<file path="src/rtl/lf_pkg.sv">
// Shared constants and stage-1 bundle for the LF edge slicer path.
// State encoding is shared with other LF demodulator blocks.
package lf_pkg;

    localparam logic [1:0] ST_IDLE = 2'd0;
    localparam logic [1:0] ST_LOW  = 2'd1;
    localparam logic [1:0] ST_HIGH = 2'd2;

    localparam int HYST_SHIFT_DEF = 2;
    localparam int CNT_W_DEF      = 16;
    localparam int GLITCH_LEN_DEF = 3;

    typedef struct packed {
        logic [7:0] sample;
        logic [7:0] hi_th;
        logic [7:0] lo_th;
        logic       amp_ok;
    } lf_th_t;

endpackage

</file>
<file path="src/rtl/lf_threshold_calc.sv">
// Stage 1: registered sample plus hysteretic thresholds derived
// from the tracked min/max envelope.
module lf_threshold_calc
    import lf_pkg::*;
#(
    parameter int HYST_SHIFT = HYST_SHIFT_DEF
) (
    input  logic       clk,
    input  logic       rst_n,
    input  logic [7:0] i_adc_d,
    input  logic [7:0] i_min,
    input  logic [7:0] i_max,
    input  logic [7:0] i_amp_threshold,
    output lf_th_t     o_th
);

    logic [8:0] w_mid;
    logic [8:0] w_span;
    logic [8:0] w_hyst;
    logic [8:0] w_hi;
    logic [7:0] w_lo;
    lf_th_t     w_nxt;
    lf_th_t     r_th;

    assign w_mid  = ({1'b0, i_min} + {1'b0, i_max}) >> 1;
    assign w_span = (i_max >= i_min) ? ({1'b0, i_max} - {1'b0, i_min})
                                     : 9'd0;
    assign w_hyst = w_span >> HYST_SHIFT;
    assign w_hi   = w_mid + w_hyst;
    // Both thresholds clamp to the 8-bit sample range.
    assign w_lo   = (w_mid >= w_hyst) ? 8'(w_mid - w_hyst) : 8'd0;

    always_comb begin
        w_nxt        = '0;
        w_nxt.sample = i_adc_d;
        w_nxt.hi_th  = w_hi[8] ? 8'hFF : w_hi[7:0];
        w_nxt.lo_th  = w_lo;
        w_nxt.amp_ok = (w_span >= {1'b0, i_amp_threshold});
    end

    always_ff @(posedge clk) begin
        if (!rst_n) begin
            r_th <= '0;
        end else begin
            r_th <= w_nxt;
        end
    end

    assign o_th = r_th;

endmodule

</file>
<file path="src/rtl/lf_edge_slicer.sv">
// Hysteretic level slicer with edge strobes and level-duration measurement.
// Optional glitch filter: define LF_EDGE_SLICER_GLITCH_FILTER_EN.
module lf_edge_slicer
    import lf_pkg::*;
#(
    parameter int HYST_SHIFT = HYST_SHIFT_DEF,
`ifdef LF_EDGE_SLICER_GLITCH_FILTER_EN
    parameter int GLITCH_LEN = GLITCH_LEN_DEF,
`endif
    parameter int CNT_W      = CNT_W_DEF
) (
    input  logic             clk,
    input  logic             rst_n,
    input  logic [7:0]       adc_d,
    input  logic [7:0]       min,
    input  logic [7:0]       max,
    input  logic [7:0]       amp_threshold,
    output logic             level,
    output logic             edge_rise,
    output logic             edge_fall,
    output logic [CNT_W-1:0] pulse_len,
    output logic             pulse_valid,
    output logic             amp_ok
);

    lf_th_t           w_th;
    logic             w_hi;
    logic             w_lo;
    logic             w_req;
    logic             w_commit;
    logic             w_drop;
    logic             w_rise;
    logic             w_fall;
    logic             w_pv;
    logic [1:0]       w_nxt;
    logic [CNT_W-1:0] w_cnt_inc;

    logic [1:0]       r_state;
    logic [CNT_W-1:0] r_cnt;
    logic [CNT_W-1:0] r_plen;
    logic             r_rise;
    logic             r_fall;
    logic             r_pv;
    logic             r_amp;

    lf_threshold_calc #(
        .HYST_SHIFT(HYST_SHIFT)
    ) u_th (
        .clk            (clk),
        .rst_n          (rst_n),
        .i_adc_d        (adc_d),
        .i_min          (min),
        .i_max          (max),
        .i_amp_threshold(amp_threshold),
        .o_th           (w_th)
    );

    assign w_hi      = (w_th.sample >= w_th.hi_th);
    assign w_lo      = (w_th.sample <= w_th.lo_th);
    assign w_drop    = !w_th.amp_ok && (r_state != ST_IDLE);
    assign w_cnt_inc = (&r_cnt) ? r_cnt : r_cnt + 1'b1;

    always_comb begin
        w_req  = 1'b0;
        w_nxt  = r_state;
        w_rise = 1'b0;
        w_fall = 1'b0;
        w_pv   = 1'b0;
        case (r_state)
            ST_LOW: begin
                if (w_hi) begin
                    w_req  = 1'b1;
                    w_nxt  = ST_HIGH;
                    w_rise = 1'b1;
                    w_pv   = 1'b1;
                end
            end
            ST_HIGH: begin
                if (w_lo) begin
                    w_req  = 1'b1;
                    w_nxt  = ST_LOW;
                    w_fall = 1'b1;
                    w_pv   = 1'b1;
                end
            end
            default: begin
                if (w_hi) begin
                    w_req  = 1'b1;
                    w_nxt  = ST_HIGH;
                    w_rise = 1'b1;
                end else if (w_lo) begin
                    w_req  = 1'b1;
                    w_nxt  = ST_LOW;
                end
            end
        endcase
        // Low amplitude overrides any crossing.
        if (!w_th.amp_ok) begin
            w_req = 1'b0;
        end
    end

`ifdef LF_EDGE_SLICER_GLITCH_FILTER_EN
    localparam logic [3:0] GL_LAST = 4'(GLITCH_LEN - 1);

    logic [3:0] r_run;

    assign w_commit = w_req && (r_run == GL_LAST);

    always_ff @(posedge clk) begin
        if (!rst_n) begin
            r_run <= '0;
        end else if (!w_req || w_commit) begin
            r_run <= '0;
        end else begin
            r_run <= r_run + 1'b1;
        end
    end
`else
    assign w_commit = w_req;
`endif

    always_ff @(posedge clk) begin
        if (!rst_n) begin
            r_state <= ST_IDLE;
            r_cnt   <= '0;
            r_plen  <= '0;
            r_rise  <= 1'b0;
            r_fall  <= 1'b0;
            r_pv    <= 1'b0;
            r_amp   <= 1'b0;
        end else begin
            r_amp  <= w_th.amp_ok;
            r_rise <= w_commit && w_rise;
            r_fall <= w_commit && w_fall;
            r_pv   <= w_commit && w_pv;
            if (w_drop) begin
                r_state <= ST_IDLE;
                r_cnt   <= '0;
            end else if (w_commit) begin
                r_state <= w_nxt;
                r_cnt   <= '0;
                if (w_pv) begin
                    r_plen <= w_cnt_inc;
                end
            end else if (r_state != ST_IDLE) begin
                r_cnt <= w_cnt_inc;
            end
        end
    end

    assign level       = (r_state == ST_HIGH);
    assign edge_rise   = r_rise;
    assign edge_fall   = r_fall;
    assign pulse_len   = r_plen;
    assign pulse_valid = r_pv;
    assign amp_ok      = r_amp;

endmodule
</file>
<file path="config.mk">
export PLATFORM = sky130hd
export DESIGN_NAME = lf_edge_slicer
export DESIGN_NICKNAME = d
export VERILOG_FILES = /design/src/rtl/lf_pkg.sv /design/src/rtl/lf_threshold_calc.sv /design/src/rtl/lf_edge_slicer.sv
export SDC_FILE = /design/constraint.sdc
export NUM_CORES = 1
export LEC_CHECK = 0
export CAP_MARGIN = 20
export CORE_MARGIN = 3
export CORE_UTILIZATION = 51
export CTS_BUF_LIST = sky130_fd_sc_hd__clkbuf_16
export DETAILED_ROUTE_END_ITERATION = 8
export MAX_ROUTING_LAYER = met4
export PLACE_DENSITY = 0.77
export SLEW_MARGIN = 20
export SYNTH_ARGS = -nofsm -noshare
export SYNTH_HDL_FRONTEND = slang
export SYNTH_SLANG_ARGS = --single-unit
</file>
<file path="constraint.sdc">
create_clock -name clk -period 4.1 [get_ports clk]
set_clock_uncertainty 0.1 [all_clocks]
set_input_delay 0.82 -clock clk [delete_from_list [all_inputs] [get_ports clk]]
set_output_delay 0.82 -clock clk [all_outputs]
set_load 0.02 [all_outputs]
</file>
==> flow_summary.yaml, run 1 <==
finish:
  stdcell_area_sq_um: 6082
  diodes: 0
  layout_common_cells: "buf_4 (66), dfxtp_1 (63), nor2_1 (56)"
  multi_input_area_sq_um: 3129
  drive_gt1_frac: 0.1818
  area.growth.synth_to_final_pct: 34.36
  n_fill_cell: 617
  layout_commonest_cell: "buf_4"
  nets: 751
  regArea_sq_um: 1261
sta:
  drv_slew: 0
  tightest_slew_ns: 0.9362
  finalCritPeriodShare: 0.9885
  setup_viol: 0
  fmax_ghz: 0.2467
  fin_ws_ns: 0.04703
  slew_headroom: 0.3744
  hold_violations: 0
  fin_crit_ns: 4.053
clocking:
  clk_path_buf_depth: 2
  insertion_delay_ns: 0.33
  clk_pin_slew_worst_paths_ns: 0.06
  cts.sinks: 63
  htreeDepth: 3
  clock_tree.root_cell: "clkbuf_16"
  cts_tree: "yes"
  numCtsBuffers: 9
  hold_buffers: 0
setup_path:
  worstPathArrival_ns: 4.20
  cp_cell_sequence: "clkdlybuf4s50_1 > ha_4 > o21a_1 > o31a_1 > o21ai_2 > a31o_2 > nand2_2 > and3_4 > buf_4 > ha_4 > inv_1 > fa_2 > o21bai_1 > a21oi_2 > o31ai_4 > a21oi_1 > nand3b_1 > o21ai_1"
  crit_slowest_cell: "clkdlybuf4s50_1"
  cp_max_fo: 7
  cpPeakStageDelay_ns: 0.47
  critPathLaunchType: "input pin"
  worstSetupPathType: "in -> reg"
  cp.required_ns: 4.25
  crit_top_cell: "ha_4"
  crit_path_end_kind: "flop"
logic_synthesis:
  synth_compound_area_frac: 0.1700
  ys.flop_type: "dfxtp_1"
  yosysWarnings: 0
  synth-seq-area-share: 0.2786
  synth-async-reset-ratio: 0
  synth_top_family_by_area: "simple AND/OR/NAND/NOR gates"
  synthAdderAreaFrac: 0.1780
  synth-simple-area-share: 0.2159
  syn-cell-area_sq_um: 4527
  synth_fp_nets: 644
  ys_types: 57
  synth-edff-count: 0
  yosys.area_share.xor_xnor: 0.06965
  netlist_instances: 548
  avgSynthCellArea_sq_um: 8.261
  ys_ff_latch: 63
  synth_mux_area_frac: 0.01990
power:
  peakVddDrop_uv: 216.9
  leakage_nw: 2.563
  cellPowerDensity_nw_per_um2: 396.9
  power_w: 0.002414
routing:
  drcViolationCount: 0
  viasPerCell: 5.571
  post_drt_wl_per_cell_um: 14.87
  drtAntennaViolNets: 0
  drt-total-wl_mm: 11.38
  drtIter0Drc: 273
  vias: 4262
  firstDrtPassIters: 5
floorplanning:
  pin_count: 55
  die_h_um: 100.2
  core_sq_um: 8423
  die_area_sq_um: 10040
  initial_core_util: 0.5374
  die_w_um: 100.2
  rows: 33
global_route:
  top_usage_layer: "met2"
  gr-usage-met1: 0.2820
  grt_pass1_vias: 4186
  gr-usage-all-layers: 0.2267
  grt_first_pass_wirelength_mm: 18.37
  grtUsageMet3: 0.03058
  grt_overflow: 0
  antenna_found_initial: 0
  grt_max_degree: 31
  grt_util_met2: 0.3792
run_status:
  status: "finished clean"
placed_design:
  post-place-ws_ns: -0.4026
  dp_hpwl_mm: 8.101
  port_buffers: 54
  place_area_sq_um: 5525
  gp_congestion: 0.8390
job:
  drv_cap: 0
hold_path:
  min-delay-path-class: "reg -> reg"
[power by group]
| group | internal (W) | total (W) | switching, W | leakage (nW) |
|---|---|---|---|---|
| clock network | 0.000477 | 0.000773 | 0.000296 | 0.144 |
| registers | 0.000673 | 0.000699 | 0.0000261 | 0.514 |
| logic | 0.000447 | 0.000942 | 0.000495 | 1.91 |
[state kept, by name (all words and copies together) (netlist names)]
register,count
edge_rise,1
u_th.o_th,25
r_cnt,16
amp_ok,1
pulse_len,16
r_state,2
pulse_valid,1
edge_fall,1
[worst max-delay path, delay by kind of cell]
| family | cells | cell delay [ns] |
|---|---|---|
| simple gates | 3 | 0.57 |
| fa+ha+maj | 3 | 0.79 |
| buf+inv | 3 | 0.63 |
| compound gates | 9 | 1.37 |
[per-stage QoR]
stage,cells,hold slack [ns],utilization,setup TNS [ns]
finish,765,0.3647,0.7221,0
global route,765,0.3984,0.7221,-0.6768
CTS,760,0.3619,0.6976,-0.02648
detailed placement,741,0.3486,0.6560,-5.809
global placement,741,0.3501,0.6560,-3.832
floorplan,548,0.3706,-,0
[cells by family after synthesis]
logic type / count (synthesis)
XOR/XNOR: 36
AO/OA/AOI/OAI: 117
adder cells (fa/ha/maj): 62
buffers and inverters: 77
multiplexers: 9
flip-flops: 63
AND/OR/NAND/NOR: 184
[cell type report]
| type | count | area share |
|---|---|---|
| Timing Repair Buffer | 120 | 0.1732 |
| Clock buffer | 9 | 0.03703 |
| Multi-Input combinational cell | 408 | 0.5145 |
| Sequential cell | 63 | 0.2074 |
| Tap cell | 105 | 0.02160 |
| Clock inverter | 7 | 0.01358 |
| Inverter | 53 | 0.03271 |
[per-layer routing]
layer  vias up  wire, um
met1      1988      4968
li1       2115         -
met5         -         0
met4         0       233
met3        26       504
met2       133      5669
[Yosys cell counts (3+ instances only)]
library cell	instances	area share
nor3_1	14	0.015
and2_1	16	0.022
nand3_1	13	0.014
fa_1	4	0.018
nor2b_1	8	0.011
clkbuf_1	15	0.012
buf_2	5	0.0055
nor4_1	4	0.0055
and3_1	3	0.0041
or3_1	4	0.0055
xor2_1	12	0.023
nand4_1	7	0.0097
nand2_1	28	0.023
a211o_1	4	0.0077
ha_1	58	0.16
mux2i_1	9	0.020
inv_1	53	0.044
a21oi_1	35	0.039
xnor2_1	24	0.046
o211ai_1	11	0.018
o21ai_0	29	0.032
o41ai_1	9	0.017
nand3b_1	3	0.0050
a21o_1	3	0.0050
or4_1	5	0.0083
dfxtp_1	63	0.28
buf_4	3	0.0050
nor2_1	57	0.047
o2111ai_1	3	0.0058
o21a_1	4	0.0066
nand2b_1	12	0.017
[final timing paths]
kind | start | endpoint | slack [ns] | cells past startpoint
max | max[3] | u_th.o_th[11] | 0.05 | 18
min | pulse_len[0] | pulse_len[0] | 0.36 | 2
max reg2reg | r_cnt[0] | r_cnt[4] | 1.32 | 7
min reg2reg | pulse_len[0] | pulse_len[0] | 0.36 | 2
[what timing repair did]
item                                   CTS  global route
setup endpoints to repair               11            16
setup buffers                            3             5
cloned                                   0             0
pin swaps                                1            16
resized for setup                       12            34
endpoints found under the hold margin    0             0
Power figures use the tool's default switching activity.
==> inputs of run 2 (changes only) <==
--- a/config.mk
+++ b/config.mk
@@ -10,8 +10,8 @@
 export CORE_UTILIZATION = 51
 export CTS_BUF_LIST = sky130_fd_sc_hd__clkbuf_16
 export DETAILED_ROUTE_END_ITERATION = 8
-export MAX_ROUTING_LAYER = met4
 export PLACE_DENSITY = 0.77
+export SKIP_LAST_GASP = 1
 export SLEW_MARGIN = 20
 export SYNTH_ARGS = -nofsm -noshare
 export SYNTH_HDL_FRONTEND = slang
==> flow_summary.yaml, run 2 (same netlist as run 1, synthesis figures left out) <==
clocking:
  cts.sinks: 63
  clock_tree.root_cell: "clkbuf_16"
  insertion_delay_ns: 0.32
  clk_pin_slew_worst_paths_ns: 0.06
  hold_buffers: 0
  clk_path_buf_depth: 2
  cts_tree: "yes"
  htreeDepth: 3
  numCtsBuffers: 9
setup_path:
  cp_max_fo: 7
  worstPathArrival_ns: 4.18
  cp.required_ns: 4.24
  crit_path_end_kind: "flop"
  worstSetupPathType: "in -> reg"
  critPathLaunchType: "input pin"
job:
  drv_cap: 0
global_route:
  grt_first_pass_wirelength_mm: 18.35
  grt_pass1_vias: 4178
  antenna_found_initial: 0
  grt_overflow: 0
  gr-usage-all-layers: 0.2203
  grt_max_degree: 31
sta:
  drv_slew: 0
  rsz0062_at_grt: "true"
  tightest_slew_ns: 0.9183
  finalCritPeriodShare: 0.9847
  setup_viol: 0
  slew_headroom: 0.3863
  hold_ws_ns: 0.3646
  fmax_ghz: 0.2477
  fin_crit_ns: 4.037
  hold_violations: 0
finish:
  drive_gt1_frac: 0.1818
  nets: 751
  area.growth.synth_to_final_pct: 34.08
  diodes: 0
  layout_commonest_cell: "buf_4"
  largest_reg_flops: 25
  n_fill_cell: 621
  layout_common_cells: "buf_4 (66), dfxtp_1 (63), nor2_1 (56)"
  stdcell_area_sq_um: 6070
floorplanning:
  rows: 33
  die_h_um: 100.2
  die_area_sq_um: 10040
  initial_core_util: 0.5374
  pin_count: 55
  core_sq_um: 8423
  die_w_um: 100.2
routing:
  drt-total-wl_mm: 11.37
  post_drt_wl_per_cell_um: 14.86
  viasPerCell: 5.536
  vias: 4235
  drtAntennaViolNets: 0
  drcViolationCount: 0
  firstDrtPassIters: 5
  drtIter0Drc: 209
power:
  cellPowerDensity_nw_per_um2: 397.3
  peakVddDrop_uv: 215.8
  leakage_nw: 2.552
placed_design:
  port_buffers: 54
  dp_hpwl_mm: 8.101
  gp_congestion: 0.8265
  place_area_sq_um: 5525
hold_path:
  min-delay-path-class: "reg -> reg"
run_status:
  status: "finished clean"
[run 2: power by group]
| part | internal, W | switching (W) | leakage (nW) |
|---|---|---|---|
| clock network | 0.000477 | 0.000294 | 0.144 |
| logic | 0.000446 | 0.000495 | 1.89 |
| registers | 0.000673 | 0.0000261 | 0.514 |
[run 2: per-stage QoR]
step / utilization / worst slack (ns) / setup TNS, ns / std cells / power, W
floorplan: - / 0.1633 / 0 / 548 / 0.001234
global placement: 0.6560 / -0.2666 / -3.832 / 741 / 0.001505
detailed placement: 0.6560 / -0.4026 / -5.809 / 741 / 0.001546
CTS: 0.6973 / -0.01956 / -0.04921 / 760 / 0.002343
global route: 0.7206 / -0.1483 / -1.422 / 765 / 0.002549
finish: 0.7206 / 0.06276 / 0 / 765 / 0.002411
[run 2: layer usage]
layer / wire [um] / share of wire / GRT usage / up-vias
met2: 5558 / 0.49 / 0.3777 / 128
met1: 4962 / 0.44 / 0.2825 / 1962
met3: 539 / 0.047 / 0.03197 / 27
met4: 304 / 0.027 / 0.07565 / 0
met5: 0 / 0 / 0 / -
li1: - / - / - / 2118
[run 2: cell type report]
type	count	area [sq um]	share of cell area
multi-input combinational	408	3119	0.5139
sequential	63	1261	0.2078
timing repair buffer	120	1051	0.1732
clock buffer	9	225.2	0.03711
inverter	53	198.9	0.03278
tap	105	131.4	0.02165
clock inverter	7	82.58	0.01361
[run 2: path summary, 6_finish.rpt]
kind / cells after the start / slack (ns) / to / from
setup / recovery: 18 / 0.06 / u_th.o_th[11] / max[3]
hold / removal: 2 / 0.36 / pulse_len[0] / pulse_len[0]
setup reg to reg: 7 / 1.33 / r_cnt[4] / r_cnt[0]
hold reg to reg: 2 / 0.36 / pulse_len[0] / pulse_len[0]
[run 2: critical path, stage by stage]
cell,delay [ns]
clkdlybuf4s50_1,0.47
ha_4,0.29
o21a_1,0.13
o31a_1,0.18
o21ai_2,0.08
a31o_2,0.22
nand2_2,0.08
and3_4,0.19
buf_4,0.11
ha_4,0.12
inv_1,0.05
fa_2,0.38
o21bai_1,0.19
a21oi_2,0.11
o31ai_4,0.19
a21oi_1,0.09
nand3b_1,0.30
o21ai_1,0.16
[run 2: timing repair]
item	in CTS	in global routing
endpoints found under the hold margin	0	0
pin swaps	1	14
gates resized for setup	11	32
setup buffers	3	5
endpoints found under the setup margin	11	16
